===== src/rtl/jtroadf_pcm_fetch.sv =====
// ROM-fed PCM sample player: prefetches unsigned bytes from a shared ROM slot
// into a small FIFO and plays one signed sample per sample-rate enable.
module jtroadf_pcm_fetch #(
  parameter int AW = 16,
  parameter int FD = 2
) (
  input  logic          clk,
  input  logic          rst,
  input  logic          smp_cen,
  input  logic          play,
  input  logic          stop,
  input  logic [AW-1:0] start_addr,
  input  logic [AW-1:0] end_addr,
  output logic [AW-1:0] rom_addr,
  output logic          rom_cs,
  input  logic [7:0]    rom_data,
  input  logic          rom_ok,
  output logic [7:0]    snd,
  output logic          busy,
  output logic          done,
  output logic          underrun
);

  localparam int          DEPTH    = 2 ** FD;
  localparam logic [FD:0] CNT_FULL = (FD + 1)'(DEPTH);
  localparam logic [FD:0] CNT_LAST = (FD + 1)'(DEPTH - 1);
  localparam logic [FD:0] CNT_ONE  = (FD + 1)'(1);

  typedef enum logic [1:0] {
    ST_IDLE,
    ST_SETUP,
    ST_WAIT,
    ST_HOLD
  } state_t;

  state_t        state_q, state_d;
  logic [AW-1:0] addr_q, addr_d;
  logic [AW-1:0] end_q, end_d;
  logic          fetch_q, fetch_d;
  logic          cs_q, cs_d;
  logic [FD-1:0] wr_ptr_q, wr_ptr_d;
  logic [FD-1:0] rd_ptr_q, rd_ptr_d;
  logic [FD:0]   cnt_q, cnt_d;
  logic [7:0]    snd_q, snd_d;
  logic          busy_q, busy_d;
  logic          done_q, done_d;
  logic          underrun_q, underrun_d;
  logic          push, pop;
  logic [7:0]    mem [DEPTH];

  always_comb begin
    // NOTE: every signal gets its default first so no path can infer a latch.
    state_d    = state_q;
    addr_d     = addr_q;
    end_d      = end_q;
    fetch_d    = fetch_q;
    cs_d       = cs_q;
    wr_ptr_d   = wr_ptr_q;
    rd_ptr_d   = rd_ptr_q;
    cnt_d      = cnt_q;
    snd_d      = snd_q;
    busy_d     = busy_q;
    done_d     = 1'b0;
    underrun_d = underrun_q;
    push       = 1'b0;
    pop        = 1'b0;

    if (play) begin
      state_d    = ST_SETUP;
      addr_d     = start_addr;
      end_d      = end_addr;
      fetch_d    = 1'b1;
      cs_d       = 1'b1;
      wr_ptr_d   = '0;
      rd_ptr_d   = '0;
      cnt_d      = '0;
      busy_d     = 1'b1;
      underrun_d = 1'b0;
    end else if (stop) begin
      state_d  = ST_IDLE;
      fetch_d  = 1'b0;
      cs_d     = 1'b0;
      wr_ptr_d = '0;
      rd_ptr_d = '0;
      cnt_d    = '0;
      snd_d    = 8'h00;
      busy_d   = 1'b0;
    end else begin
      pop = smp_cen && busy_q && (cnt_q != '0);

      case (state_q)
        ST_IDLE:  cs_d = 1'b0;
        // rom_ok may still refer to the previous address here, so skip it.
        ST_SETUP: begin
          state_d = ST_WAIT;
          cs_d    = 1'b1;
        end
        ST_WAIT: begin
          if (rom_ok) begin
            push = 1'b1;
            if (addr_q == end_q) begin
              state_d = ST_IDLE;
              cs_d    = 1'b0;
              fetch_d = 1'b0;
            end else begin
              addr_d = addr_q + 1'b1;
              if (pop || cnt_q < CNT_LAST) begin
                state_d = ST_SETUP;
                cs_d    = 1'b1;
              end else begin
                state_d = ST_HOLD;
                cs_d    = 1'b0;
              end
            end
          end
        end
        ST_HOLD: begin
          if (cnt_q != CNT_FULL) begin
            state_d = ST_SETUP;
            cs_d    = 1'b1;
          end
        end
        default: state_d = ST_IDLE;
      endcase

      if (push) wr_ptr_d = wr_ptr_q + 1'b1;
      if (pop)  rd_ptr_d = rd_ptr_q + 1'b1;
      case ({push, pop})
        2'b10:   cnt_d = cnt_q + CNT_ONE;
        2'b01:   cnt_d = cnt_q - CNT_ONE;
        default: cnt_d = cnt_q;
      endcase

      if (smp_cen && busy_q) begin
        if (cnt_q != '0) begin
          snd_d = mem[rd_ptr_q] ^ 8'h80;
        end else if (fetch_q) begin
          underrun_d = 1'b1;
        end else begin
          snd_d  = 8'h00;
          busy_d = 1'b0;
          done_d = 1'b1;
        end
      end
    end
  end

  // NOTE: state updates use non-blocking assignments so every flop samples pre-edge values.
  always_ff @(posedge clk) begin
    if (rst) begin
      state_q    <= ST_IDLE;
      addr_q     <= '0;
      end_q      <= '0;
      fetch_q    <= 1'b0;
      cs_q       <= 1'b0;
      wr_ptr_q   <= '0;
      rd_ptr_q   <= '0;
      cnt_q      <= '0;
      snd_q      <= 8'h00;
      busy_q     <= 1'b0;
      done_q     <= 1'b0;
      underrun_q <= 1'b0;
    end else begin
      state_q    <= state_d;
      addr_q     <= addr_d;
      end_q      <= end_d;
      fetch_q    <= fetch_d;
      cs_q       <= cs_d;
      wr_ptr_q   <= wr_ptr_d;
      rd_ptr_q   <= rd_ptr_d;
      cnt_q      <= cnt_d;
      snd_q      <= snd_d;
      busy_q     <= busy_d;
      done_q     <= done_d;
      underrun_q <= underrun_d;
    end
  end

  // NOTE: FIFO storage is not reset; the occupancy counter alone decides what is valid.
  always_ff @(posedge clk) begin
    if (push) mem[wr_ptr_q] <= rom_data;
  end

  assign rom_addr = addr_q;
  assign rom_cs   = cs_q;
  assign snd      = snd_q;
  assign busy     = busy_q;
  assign done     = done_q;
  assign underrun = underrun_q;

endmodule


===== config.mk =====
export PLATFORM = sky130hd
export DESIGN_NAME = jtroadf_pcm_fetch
export DESIGN_NICKNAME = d
export VERILOG_FILES = /design/src/rtl/jtroadf_pcm_fetch.sv
export SDC_FILE = /design/constraint.sdc
export NUM_CORES = 1
export LEC_CHECK = 0
export CORE_MARGIN = 1
export CORE_UTILIZATION = 47
export DETAILED_ROUTE_END_ITERATION = 10
export PLACE_DENSITY_LB_ADDON = 0.15
export REMOVE_ABC_BUFFERS = 1
export SYNTH_ARGS = -nofsm -noshare
export SYNTH_HDL_FRONTEND = slang
export SYNTH_SLANG_ARGS = --single-unit

===== constraint.sdc =====
create_clock -name clk -period 2.15 [get_ports clk]
set_input_delay 0.43 -clock clk [delete_from_list [all_inputs] [get_ports clk]]
set_output_delay 0.43 -clock clk [all_outputs]
set_load 0.01 [all_outputs]

==> flow_summary.json <==
{
  "layout_commonest_cell": "clkdlybuf4s50_1",
  "ys_types": 62,
  "synth.area.top_cells": "dfxtp_1 27%, edfxtp_1 23%, mux2i_1 4.4%, mux4_2 4.4%, xor2_1 4.1%",
  "insertion_delay_ps": 360,
  "crit_required_ps": 2430,
  "power.internal_mw": 2.448,
  "reg2reg_setup_slack_ps": 150,
  "io_pins": 74,
  "p_sw_frac": 0.2543,
  "synth_top_area_share": 0.2738,
  "finalCriticalPeriod_ps": 2033,
  "cts_tree": "built",
  "place_ws_ps": -292.0,
  "gp_congestion": 0.8426,
  "final_cells": 581,
  "antenna_cells": 0,
  "startpoint_type": "primary input",
  "post_cts_buffers": 0,
  "synth-edff-count": 32,
  "clock_skew_ps": 16.93,
  "hold_class": "reg2reg",
  "yosysTopAreaCell": "dfxtp_1",
  "ctsHoldBuffers": 0,
  "vias": 3218,
  "arrival_ps": 2310,
  "cpPeakStageDelay_ps": 500,
  "initialDrtViolationCount": 204,
  "route.detailed.drc": 0,
  "p_leak_nw": 2.065,
  "seq_power_share": 0.552,
  "clock_sinks": 88,
  "syn_inst": 373,
  "min_period_over_period": 0.9454,
  "drive_gt1_frac": 0.1828,
  "crit_path_top_delay_cell": "clkdlybuf4s50_1",
  "worstSetupEndpointType": "register",
  "seq_area_frac_synth": 0.5086,
  "path_class": "in2reg",
  "grt.overflow.total": 0,
  "start_util": 0.4908,
  "switching_power_mw": 0.8348,
  "worstMarginPinSlew_ps": 544.9,
  "synth-main-ff-cell": "dfxtp_1",
  "ys_ff_latch": 88,
  "syn-cell-area_mm2": 0.004094,
  "crit_chain": "clkdlybuf4s50_1, nand2_1, nor2_2, ha_1, inv_1, fa_2, xor2_1, or3_1, a21oi_1",
  "syn_avg_cell_area_um2": 10.98,
  "grt_util_all_layers": 0.2239,
  "yosysWarnings": 0,
  "clkPwrFrac": 0.326,
  "cts_root_buf": "clkbuf_8",
  "finalInstanceArea_mm2": 0.005345,
  "placed_cells": 565,
  "drt_pre_antenna_iters": 6,
  "crit_path_max_fanout": 2,
  "final_net_count": 524,
  "hold_viol_final": 0,
  "setup_viol": 0,
  "die_y_um": 95.33,
  "maxSlewViolCount": 0,
  "cts_made_buffers": 9,
  "maxCapViolCount": 0,
  "syn_to_final_growth_pct": 30.56,
  "grt_pass1_vias": 2936,
  "ir_worst_vdd_v": 0.0003516,
  "vias_per_cell": 5.539,
  "synth-async-reset-ratio": 0,
  "final_cell_mix": "71 x clkdlybuf4s50_1, 54 x dfxtp_1, 41 x nor2_1",
  "core_mm2": 0.008341,
  "avgRoutedWirePerCell_um": 16.05,
  "dp_hpwl_um": 6725,
  "utilization": 0.6409,
  "clkTransAtPathRegs_ps": 90,
  "finalPower_mw": 3.283,
  "clockBufferDepth": 2,
  "antenna_left": 0,
  "htreeDepth": 3,
  "port_buffers": 73,
  "placed_area_mm2": 0.005157,
  "maxSlewHeadroom": 0.6363,
  "power.density_mw_per_mm2": 614.2,
  "grt_max_degree": 20,
  "status": "finished, final reports clean",
  "grt_setup_unrepaired": "false",
  "max_freq_mhz": 492.0,
  "dieArea_mm2": 0.009088,
  "grt_pass1_wl_um": 15190,
  "rows": 33,
  "totalWireLength_um": 9325,
  "p_comb_frac": 0.122,
  "dieWidth_um": 95.33,
  "final.setup.worst_slack_ps": 117.5,
  "antenna_found_initial": 0
}
## routing by layer
metal	wire length, µm	up-vias	GRT usage
met3	494	11	0.04705
met1	4476	1533	0.3223
met5	0	-	0
met2	4242	106	0.3375
met4	112	0	0.06566
li1	-	1568	-
## registers in the layout (all words and copies together), names as in the netlist, 2 cells and up, named ones only
signal and flops:
end_q 16, rom_addr 16, snd 8, cnt_q 3, mem 32, wr_ptr_q 2, state_q 2, rd_ptr_q 2
## power by group through the flow
stage | clock network [mW] | registers, mW | logic (mW)
2_1_floorplan | 0 | 1.86 | 0.146
3_3_place_gp | 0 | 1.85 | 0.394
3_5_place_dp | 0 | 1.85 | 0.399
4_1_cts | 1.09 | 1.81 | 0.403
5_1_grt | 1.16 | 1.82 | 0.437
6_report | 1.07 | 1.81 | 0.401
## logic make-up (layout without fill, tap and decap cells)
group	Yosys count	in the layout	synth area share
adders and majority gates	7	7	0.02323
and+or+nand+nor	124	124	0.1730
AOI/OAI and AO/OA	68	68	0.1195
xor gates and xnor gates	20	20	0.04279
DFF	88	88	0.5086
buffers and inverters	40	143	0.04492
muxes	26	26	0.08802
## synthesized netlist by cell type (all sizes together) (2+ instances only)
cell    count
o211a       2
nor2       42
mux2i      18
a31oi       9
o22ai       5
or3         3
nor3        6
and2        6
a21oi      16
clkbuf      8
o21ai       5
o31a        2
ha          6
o21bai      2
nand2b      3
or2         3
inv        15
and4        6
a41oi       2
a31o        4
edfxtp     32
mux4        8
buf        16
a22oi       7
nor4        8
nand2      15
and3       10
a311oi      2
dfxtp      56
nand4      10
xor2       19
nand3b      2
nor2b       5
nand3       4
## area by class of cell
class / instances / area [µm²]
fill: 704 / 2995
inverter: 16 / 60.06
clock inverter: 5 / 38.79
sequential: 88 / 2085
tap: 105 / 131.4
multi-input combinational: 245 / 1833
timing repair buffer: 111 / 1056
clock buffer: 11 / 141.4
## critical path: cells and delay by family
family	cells	cell delay, ps
adders and majority gates	2	520
buffers and inverters	2	560
xor gates and xnor gates	1	160
AOI/OAI and AO/OA	1	140
and+or+nand+nor	3	510
## through the flow
step | hold WS, ps | TNS (ps)
detailed placement | 486.5 | -311.0
global placement | 463.8 | -232.3
global route | 485.6 | 0
CTS | 486.9 | 0
finish | 498.3 | 0
floorplan | 465.8 | 0
## path summary, 6_finish.rpt
kind / from / to / cells past startpoint
min reg2reg: wr_ptr_q[0] / wr_ptr_q[0] / 2
max: smp_cen / cnt_q[2] / 9
max reg2reg: state_q[1] / cnt_q[2] / 9
min: wr_ptr_q[0] / wr_ptr_q[0] / 2
## timing repair
action,CTS,global route
endpoints found under the setup margin,0,1
gates resized for setup,0,4
endpoints found under the hold margin,0,0
(Power assumes the default switching activity.)
